**config.mk**
```make
export PLATFORM = sky130hd
export DESIGN_NAME = hazard_ctrl
export DESIGN_NICKNAME = d
export VERILOG_FILES = /design/src/rtl/hazard_ctrl.sv
export SDC_FILE = /design/constraint.sdc
export NUM_CORES = 1
export LEC_CHECK = 0
export CAP_MARGIN = 5
export CELL_PAD_IN_SITES_DETAIL_PLACEMENT = 0
export CELL_PAD_IN_SITES_GLOBAL_PLACEMENT = 1
export CORE_MARGIN = 2
export CORE_UTILIZATION = 45
export DETAILED_ROUTE_END_ITERATION = 10
export DONT_BUFFER_PORTS = 1
export GPL_TIMING_DRIVEN = 1
export HOLD_SLACK_MARGIN = 0.15
export PLACE_DENSITY = 0.89
export SLEW_MARGIN = 40
export SYNTH_ARGS = -nofsm -noshare
export SYNTH_HDL_FRONTEND = slang
export SYNTH_SLANG_ARGS = --single-unit
```
**constraint.sdc**
```tcl
create_clock -name clk -period 2.7 [get_ports clk]
set_clock_uncertainty 0.2 [all_clocks]
set_input_delay 0.27 -clock clk [delete_from_list [all_inputs] [get_ports clk]]
set_output_delay 0.27 -clock clk [all_outputs]
set_load 0.05 [all_outputs]
```
**src/rtl/hazard_ctrl.sv**
```systemverilog
// hazard_ctrl: pipeline sequencing controller for the 5-stage RV32I core.
// Produces the per-buffer stall/nop controls, PC hold and PC redirect.
// Inputs are D-/I-memory handshakes, load-use detection and EX-stage branch resolution.
// A redirect that arrives while a fetch is outstanding is parked in tgt_q.
// The fetch address therefore stays stable until the fetch completes.
// Optional feature: define HAZARD_PERF_CNT_EN to build the performance counters.
// When it is undefined, the perf_* ports read 0.
module hazard_ctrl (
  input  logic        clk,
  input  logic        rst,
  input  logic        imem_resp,
  input  logic        dmem_req,
  input  logic        dmem_resp,
  input  logic        load_ex,
  input  logic [4:0]  rd_ex,
  input  logic [4:0]  rs1_id,
  input  logic [4:0]  rs2_id,
  input  logic        rs1_used_id,
  input  logic        rs2_used_id,
  input  logic        br_taken_ex,
  input  logic [31:0] br_target_ex,
  output logic        imem_read,
  output logic        stall_pc,
  output logic        pc_redirect,
  output logic [31:0] pc_redirect_addr,
  output logic        stall_if_id,
  output logic        nop_if_id,
  output logic        stall_id_ex,
  output logic        nop_id_ex,
  output logic        stall_ex_mem,
  output logic        nop_ex_mem,
  output logic        stall_mem_wb,
  output logic        nop_mem_wb,
  output logic [31:0] perf_stall_cyc,
  output logic [31:0] perf_dstall_cyc,
  output logic [31:0] perf_flush_cnt
);

  typedef enum logic {RUN, REDIR} state_t;

  state_t      state_q, state_d;
  logic [31:0] tgt_q, tgt_d;
  logic        dstall;
  logic        lu;
  logic        flush;

  assign dstall = dmem_req & ~dmem_resp;
  assign lu     = load_ex & (rd_ex != 5'd0) &
                  ((rs1_used_id & (rs1_id == rd_ex)) | (rs2_used_id & (rs2_id == rd_ex)));

  assign imem_read    = ~rst;
  // These two controls are held low until a multi-cycle EX unit exists.
  assign nop_ex_mem   = 1'b0;
  assign stall_mem_wb = 1'b0;

  // Prioritised hazard rules: produce the buffer controls and the next state / pending target.
  always_comb begin
    stall_pc         = 1'b0;
    pc_redirect      = 1'b0;
    pc_redirect_addr = 32'd0;
    stall_if_id      = 1'b0;
    nop_if_id        = 1'b0;
    stall_id_ex      = 1'b0;
    nop_id_ex        = 1'b0;
    stall_ex_mem     = 1'b0;
    nop_mem_wb       = 1'b0;
    flush            = 1'b0;
    state_d          = state_q;
    tgt_d            = tgt_q;
    if (rst) begin
      state_d = RUN;
      tgt_d   = 32'd0;
    end else begin
      pc_redirect_addr = (state_q == REDIR) ? tgt_q : br_target_ex;
      if (dstall) begin
        // Freeze everything up to EX_MEM; a branch in EX reappears after release.
        stall_pc     = 1'b1;
        stall_if_id  = 1'b1;
        stall_id_ex  = 1'b1;
        stall_ex_mem = 1'b1;
        nop_mem_wb   = 1'b1;
      end else if (state_q == REDIR) begin
        // The outstanding fetch belongs to the wrong path: drop it, then redirect.
        nop_if_id = 1'b1;
        if (imem_resp) begin
          pc_redirect = 1'b1;
          state_d     = RUN;
        end else begin
          stall_pc = 1'b1;
        end
      end else if (br_taken_ex) begin
        nop_if_id = 1'b1;
        nop_id_ex = 1'b1;
        flush     = 1'b1;
        if (imem_resp) begin
          pc_redirect = 1'b1;
        end else begin
          // The fetch address must not change mid-fetch, so park the target.
          stall_pc = 1'b1;
          tgt_d    = br_target_ex;
          state_d  = REDIR;
        end
      end else if (lu) begin
        // One bubble suffices; the load result is then forwarded from MEM.
        stall_pc    = 1'b1;
        stall_if_id = 1'b1;
        nop_id_ex   = 1'b1;
      end else if (!imem_resp) begin
        stall_pc  = 1'b1;
        nop_if_id = 1'b1;
      end
    end
  end

  // State and pending-target registers; reset is folded into the _d terms.
  always_ff @(posedge clk) begin
    state_q <= state_d;
    tgt_q   <= tgt_d;
  end

`ifdef HAZARD_PERF_CNT_EN
  logic [31:0] stall_cyc_q, stall_cyc_d;
  logic [31:0] dstall_cyc_q, dstall_cyc_d;
  logic [31:0] flush_cnt_q, flush_cnt_d;

  // Free-running event counters that wrap at 2^32.
  always_comb begin
    stall_cyc_d  = stall_cyc_q + {31'd0, stall_pc};
    dstall_cyc_d = dstall_cyc_q + {31'd0, dstall};
    flush_cnt_d  = flush_cnt_q + {31'd0, flush};
    if (rst) begin
      stall_cyc_d  = 32'd0;
      dstall_cyc_d = 32'd0;
      flush_cnt_d  = 32'd0;
    end
  end

  // Counter registers.
  always_ff @(posedge clk) begin
    stall_cyc_q  <= stall_cyc_d;
    dstall_cyc_q <= dstall_cyc_d;
    flush_cnt_q  <= flush_cnt_d;
  end

  assign perf_stall_cyc  = rst ? 32'd0 : stall_cyc_q;
  assign perf_dstall_cyc = rst ? 32'd0 : dstall_cyc_q;
  assign perf_flush_cnt  = rst ? 32'd0 : flush_cnt_q;
`else
  assign perf_stall_cyc  = 32'd0;
  assign perf_dstall_cyc = 32'd0;
  assign perf_flush_cnt  = 32'd0;
`endif

endmodule

```
==> results of run 1 <==
==> synth_stat cells, drive strengths merged (2+ instances only) <==
library cell    n  area, µm²
dfxtp          33        661
nand2          67        251
nor2           36        135
buf           113        826
o21ai           3       18.8
mux2i          32        320
or4             2       18.8
clkbuf          6       22.5
xor2            8       70.1
a21oi          33        165
nor4            2       12.5
xnor2           2       17.5
==> path summary, 6_finish.rpt <==
kind / to / slack [ns] / cells after the start
worst max-delay path: nop_if_id / 0.30 / 3
worst max register to register: tgt_q[28] / 0.30 / 5
worst min-delay path: tgt_q[24] / 0.47 / 3
worst min register to register: tgt_q[29] / 0.81 / 3
==> layer usage <==
metal | GRT usage, % | vias to the layer above
li1 | - | 1117
met1 | 19.4 | 1038
met2 | 33.6 | 115
met3 | 4.27 | 4
met4 | 3.73 | 0
met5 | 0 | -
==> metrics by stage <==
stage / power [µW] / cells / setup WS [ns] / hold slack (ns)
2_1_floorplan: 1210 / 449 / 0.213 / 0.206
3_3_place_gp: 1150 / 442 / 0.519 / 0.145
3_5_place_dp: 1150 / 442 / 0.601 / 0.146
4_1_cts: 1600 / 516 / 0.291 / 0.453
5_1_grt: 1670 / 516 / 0.107 / 0.483
6_report: 1590 / 516 / 0.303 / 0.468
==> layout make-up <==
class / count / area (µm²)
inverter: 1 / 3.75
tap: 72 / 90.1
clock inverter: 3 / 17.5
multi-input combinational: 296 / 1480
timing repair buffer: 106 / 971
clock buffer: 5 / 68.8
sequential: 33 / 662
fill: 519 / 2280
==> flip-flops by register name, indices dropped and copies added (netlist names) <==
register  count
state_q       1
tgt_q        32
==> layout by cell type, fill, tap and decap left out, types with 2 or more instances in the layout <==
cell	count
conb_1	98
nor2_1	35
dlygate4sd3_1	65
mux2i_1	32
nand2_1	67
xnor2_1	2
clkbuf_8	5
xor2_1	8
a21oi_1	33
dfxtp_1	32
o21ai_1	2
nor4_1	2
clkinv_2	2
buf_4	40
==> worst max-delay path: cells and delay by family, from the launching register on <==
| kind | cells | cell delay, ns |
|---|---|---|
| and+or+nand+nor | 1 | 0.20 |
| AOI/OAI and AO/OA | 2 | 0.75 |
| DFF | 1 | 0.69 |
==> cell families (layout without fill, tap and decap cells) <==
group                     Yosys count  after routing
AOI/OAI and AO/OA                  40             40
buffers and inverters             120            115
other                               1             98
muxes                              32             32
xor gates and xnor gates           10             10
DFF                                33             33
and+or+nand+nor                   116            116
==> power by group through the flow <==
stage          Combinational (µW)  Sequential, µW  Clock [µW]
2_1_floorplan                 680             526           0
3_3_place_gp                  612             535           0
3_5_place_dp                  615             537           0
4_1_cts                       692             525         385
5_1_grt                       732             528         408
6_report                      695             525         369
==> repair_timing <==
| item | CTS | global route |
|---|---|---|
| buffers inserted | 0 | 0 |
| endpoints found under the hold margin | 33 | 0 |
| hold buffers | 66 | 0 |
==> impl_metrics.py, run 1 <==
metrics = {
    "yosys": {
        "synthesis.area_um2": 2620,
        "synthSimpleGateAreaFrac_pct": 18.2,
        "syn_area_per_cell_um2": 7.43,
        "synth_top_family_by_area": "buffers and inverters",
        "synth_compound_area_share_pct": 8.23,
        "ys_ff_latch": 33,
        "synthXorXnorAreaFrac_pct": 3.35,
        "muxShareOfSynthArea_pct": 12.2,
        "syn-instance-count": 352,
        "yosysSeqAreaShare_pct": 25.3,
        "yosysWarnings": 0,
        "async_flop_share_pct": 0,
        "synth_fa_ha_area_share_pct": 0,
        "synth_edf_count": 0,
        "dominantRegCellSynth": "dfxtp_1",
        "synth_cell_types": 33,
    },
    "drt": {
        "drt_pass1_iterations": 4,
        "wl_per_cell_um": 11.3,
        "route.met2.wl_mm": 3.08,
        "detail_route.vias_per_cell": 4.41,
        "wl_met3_um": 447,
        "drtAntennaViolNets": 0,
        "dr_total_vias": 2274,
        "drtIter0Drc": 40,
        "dr.max_layer_used": "met4",
        "drcViolationCount": 0,
        "wl_met1_mm": 2.30,
        "drt-total-wl_mm": 5.86,
    },
    "status": {
        "status": "finished, final reports clean",
    },
    "setup_path": {
        "crit_chain": "nor2_1 -> a211oi_1 -> o21a_1",
        "path_class": "reg2out",
        "reg2reg_from": "state_q",
        "cp-start-kind": "flip-flop",
        "worstPathArrival_ns": 1.93,
        "cp_slowest_stage_delay_ns": 0.69,
        "crit_slowest_cell": "dfxtp_2",
        "critPathRequiredTime_ns": 2.23,
        "crit_path_max_fanout": 20,
        "crit_start": "state_q",
        "critPathCaptureType": "output pin",
    },
    "power_and_ir_drop": {
        "power.density_nw_per_um2": 482,
        "power_switching_uw": 740,
        "intPower_uw": 850,
        "vdd_drop_max_mv": 0.255,
        "power_frac_clock_pct": 23.2,
        "p_seq_share_pct": 33.1,
        "combPwrFrac_pct": 43.7,
        "sw_frac_of_total_pct": 46.5,
        "leakage_uw": 0.00154,
    },
    "global_routing": {
        "grt_pass1_vias": 2033,
        "gr-total-overflow": 0,
        "grt.total_usage_pct": 17.6,
        "grt_max_degree": 40,
        "grt_pass1_wl_mm": 9.06,
        "antenna_found_initial": 0,
    },
    "floorplan": {
        "fp.dieW_um": 80.3,
        "io_pins": 195,
        "dieArea_um2": 6440,
        "die_h_um": 80.3,
        "core_area_um2": 5570,
        "start_util_pct": 46.9,
        "row_count": 27,
    },
    "timing": {
        "fmax_mhz": 417,
        "setup-tns-final_ns": 0,
        "final_hold_viol_count": 0,
        "setup_viol": 0,
        "rsz0062_at_grt": "false",
        "period_share_pct": 88.8,
        "relSlewSlack_pct": 59.7,
        "worst_pin_slew_ns": 0.605,
        "finalMaxSlewViolations": 0,
        "min_period_ns": 2.40,
    },
    "placed_design": {
        "portBuffers": 0,
        "dpl-instance-area_um2": 2540,
        "gp_congestion": 0.781,
        "hpwl_mm": 3.70,
    },
    "clock_network": {
        "cts_inserted_buffers": 5,
        "clockBufferDepth": 2,
        "clk_root_buffer_cell": "clkbuf_8",
        "insertion_delay_ns": 0.28,
        "clk_pin_slew_ns": 0.07,
        "cts_tree": "built",
        "cts_sinks": 33,
        "ctsHtreeMaxLevel": 2,
        "post_cts_resize_count": 0,
    },
    "cells_and_area": {
        "nNetsFinal": 499,
        "final_cell_area_um2": 3300,
        "post-route-util_pct": 59.1,
        "antenna_cells": 0,
        "area_delta_synth_final_pct": 26.0,
        "drive_above_1_share_pct": 12.4,
    },
    "flow_run": {
        "drv_cap": 0,
    },
    "worst_hold_path": {
        "min_from": "br_target_ex[24]",
        "hold_path_class": "in2reg",
    },
}
Power figures use the tool's default switching activity.
==> run 2, diff against run 1 <==
--- a/config.mk
+++ b/config.mk
@@ -12,7 +12,6 @@
 export CORE_UTILIZATION = 45
 export DETAILED_ROUTE_END_ITERATION = 10
 export DONT_BUFFER_PORTS = 1
-export GPL_TIMING_DRIVEN = 1
 export HOLD_SLACK_MARGIN = 0.15
 export PLACE_DENSITY = 0.89
 export SLEW_MARGIN = 40
==> results of run 2 <==
Same layout as run 1: the final DEF is identical, and so are final timing and power.
==> run 3, diff against run 2 <==
--- a/config.mk
+++ b/config.mk
@@ -13,7 +13,7 @@
 export DETAILED_ROUTE_END_ITERATION = 10
 export DONT_BUFFER_PORTS = 1
 export HOLD_SLACK_MARGIN = 0.15
-export PLACE_DENSITY = 0.89
+export PLACE_DENSITY = 0.85
 export SLEW_MARGIN = 40
 export SYNTH_ARGS = -nofsm -noshare
 export SYNTH_HDL_FRONTEND = slang
==> impl_metrics.py, run 3 (synthesized netlist as in run 1, its figures left out) <==
metrics = {
    "floorplan": {
        "dieArea_um2": 6440,
        "core_area_um2": 5570,
        "start_util_pct": 46.9,
        "io_pins": 195,
        "fp.dieW_um": 80.3,
        "row_count": 27,
        "die_h_um": 80.3,
    },
    "worst_hold_path": {
        "hold_path_class": "in2reg",
    },
    "clock_network": {
        "clk_pin_slew_ns": 0.07,
        "clk_root_buffer_cell": "clkbuf_8",
        "cts_sinks": 33,
        "cts_tree": "built",
        "insertion_delay_ns": 0.27,
        "cts_inserted_buffers": 5,
        "post_cts_buffers": 0,
        "clockBufferDepth": 2,
        "ctsHtreeMaxLevel": 2,
    },
    "timing": {
        "worst_pin_slew_ns": 0.523,
        "fmax_mhz": 413,
        "finalMaxSlewViolations": 0,
        "min_period_ns": 2.42,
        "setup-tns-final_ns": 0,
        "rsz0062_at_grt": "false",
        "setup_viol": 0,
        "final_hold_viol_count": 0,
        "period_share_pct": 89.7,
        "relSlewSlack_pct": 65.2,
    },
    "setup_path": {
        "cp_slowest_stage_delay_ns": 0.57,
        "crit_path_max_fanout": 19,
        "crit_chain": "nor2_1 -> and3_2 -> buf_4 -> nand2_1 -> a21oi_1 -> dlygate4sd3_1",
        "worstPathArrival_ns": 2.45,
        "reg2reg_slack_ns": 0.28,
        "critPathCaptureType": "flip-flop",
        "crit_slowest_cell": "dlygate4sd3_1",
        "path_class": "reg2reg",
        "critPathRequiredTime_ns": 2.72,
        "cp-start-kind": "flip-flop",
    },
    "cells_and_area": {
        "multi_input_area_um2": 1480,
        "final_cell_area_um2": 3330,
        "final_common_cell": "conb_1",
        "num-fill-cells": 533,
        "antenna_cells": 0,
        "regMostFlops": "tgt_q",
        "area_delta_synth_final_pct": 27.4,
        "drive_above_1_share_pct": 12.4,
        "reg_top3": "tgt_q x32, state_q x1",
        "final_cell_mix": "conb_1 (98), nand2_1 (67), dlygate4sd3_1 (65), buf_4 (41), nor2_1 (35)",
        "seqCellArea_um2": 662,
        "largest_reg_flops": 32,
        "nNetsFinal": 500,
    },
    "global_routing": {
        "antenna_found_initial": 0,
        "gr-total-overflow": 0,
        "grt_max_degree": 40,
        "grt_pass1_vias": 2097,
        "grt.total_usage_pct": 18.0,
        "grt_pass1_wl_mm": 9.18,
    },
    "placed_design": {
        "portBuffers": 0,
        "dpl-instance-area_um2": 2540,
        "gp_congestion": 0.720,
        "hpwl_mm": 3.76,
    },
    "power_and_ir_drop": {
        "intPower_uw": 974,
        "power.density_nw_per_um2": 512,
        "leakage_uw": 0.00156,
        "combPwrFrac_pct": 41.0,
        "sw_frac_of_total_pct": 42.9,
        "p_seq_share_pct": 30.8,
        "power_frac_clock_pct": 28.2,
        "vdd_drop_max_mv": 0.297,
        "power_switching_uw": 733,
    },
    "drt": {
        "drtIter0Drc": 56,
        "detail_route.vias_per_cell": 4.47,
        "drcViolationCount": 0,
        "wl_per_cell_um": 12.2,
        "drt-total-wl_mm": 6.31,
        "drt_pass1_iterations": 4,
        "drtAntennaViolNets": 0,
        "dr_total_vias": 2312,
    },
    "status": {
        "status": "finished, final reports clean",
    },
    "flow_run": {
        "drv_cap": 0,
    },
}
[run 3: changes by cell type in the layout (fill, tap and decap cells not counted), sizes merged]
cell / before / now
clkbuf: 5 / 7
clkinv: 2 / 0
buf: 41 / 42
bufinv: 0 / 1
clkinvlp: 1 / 0
[run 3: repair_timing]
action	CTS	global route
resized for setup	0	1
endpoints found under the hold margin	33	0
endpoints found under the setup margin	0	15
hold buffers	66	0
[run 3: metrics by stage]
step | util [%] | std cells | setup WS [ns] | hold slack (ns) | total power, µW
floorplan | - | 449 | 0.213 | 0.206 | 1210
global placement | 45.7 | 443 | 0.657 | 0.146 | 1150
detailed placement | 45.7 | 443 | 0.628 | 0.148 | 1150
CTS | 59.8 | 517 | 0.121 | 0.454 | 1710
global route | 59.8 | 517 | 0.160 | 0.468 | 1780
finish | 59.8 | 517 | 0.277 | 0.462 | 1710
[run 3: worst paths after layout]
| kind | start | to | cells after the start |
|---|---|---|---|
| setup / recovery | state_q | tgt_q[0] | 6 |
| hold / removal | br_target_ex[20] | tgt_q[20] | 3 |
| setup reg to reg | state_q | tgt_q[0] | 6 |
| hold reg to reg | tgt_q[19] | tgt_q[19] | 3 |
[run 3: power by group through the flow]
stage | combinational [µW] | clock, µW | sequential [µW]
2_1_floorplan | 680 | 0 | 526
4_1_cts | 695 | 493 | 525
3_3_place_gp | 614 | 0 | 535
6_report | 700 | 482 | 525
5_1_grt | 732 | 518 | 528
3_5_place_dp | 617 | 0 | 536
[run 3: routing by layer]
metal  GRT usage, %  vias to the layer above  part of all wire (%)
met4           4.41                        0                  0.90
met2           35.4                      107                    54
met1           19.1                     1083                    39
met3           3.93                        8                   6.5
met5              0                        -                     0
li1               -                     1114                     -
[run 3: cell type report]
cell class / instances / area share, %
well taps: 72 / 2.70
multi-input cells: 296 / 44.5
inverters: 1 / 0.113
clock inverters: 1 / 0.901
repair buffers: 107 / 29.4
flip-flops and latches: 33 / 19.9
clock buffers: 7 / 2.59
[run 3: critical path: cells and delay by family (launching register included)]
family                 cells  cell delay (ns)
buffers and inverters      2             0.87
AOI/OAI and AO/OA          1             0.15
and+or+nand+nor            3             0.66
DFF                        1             0.48
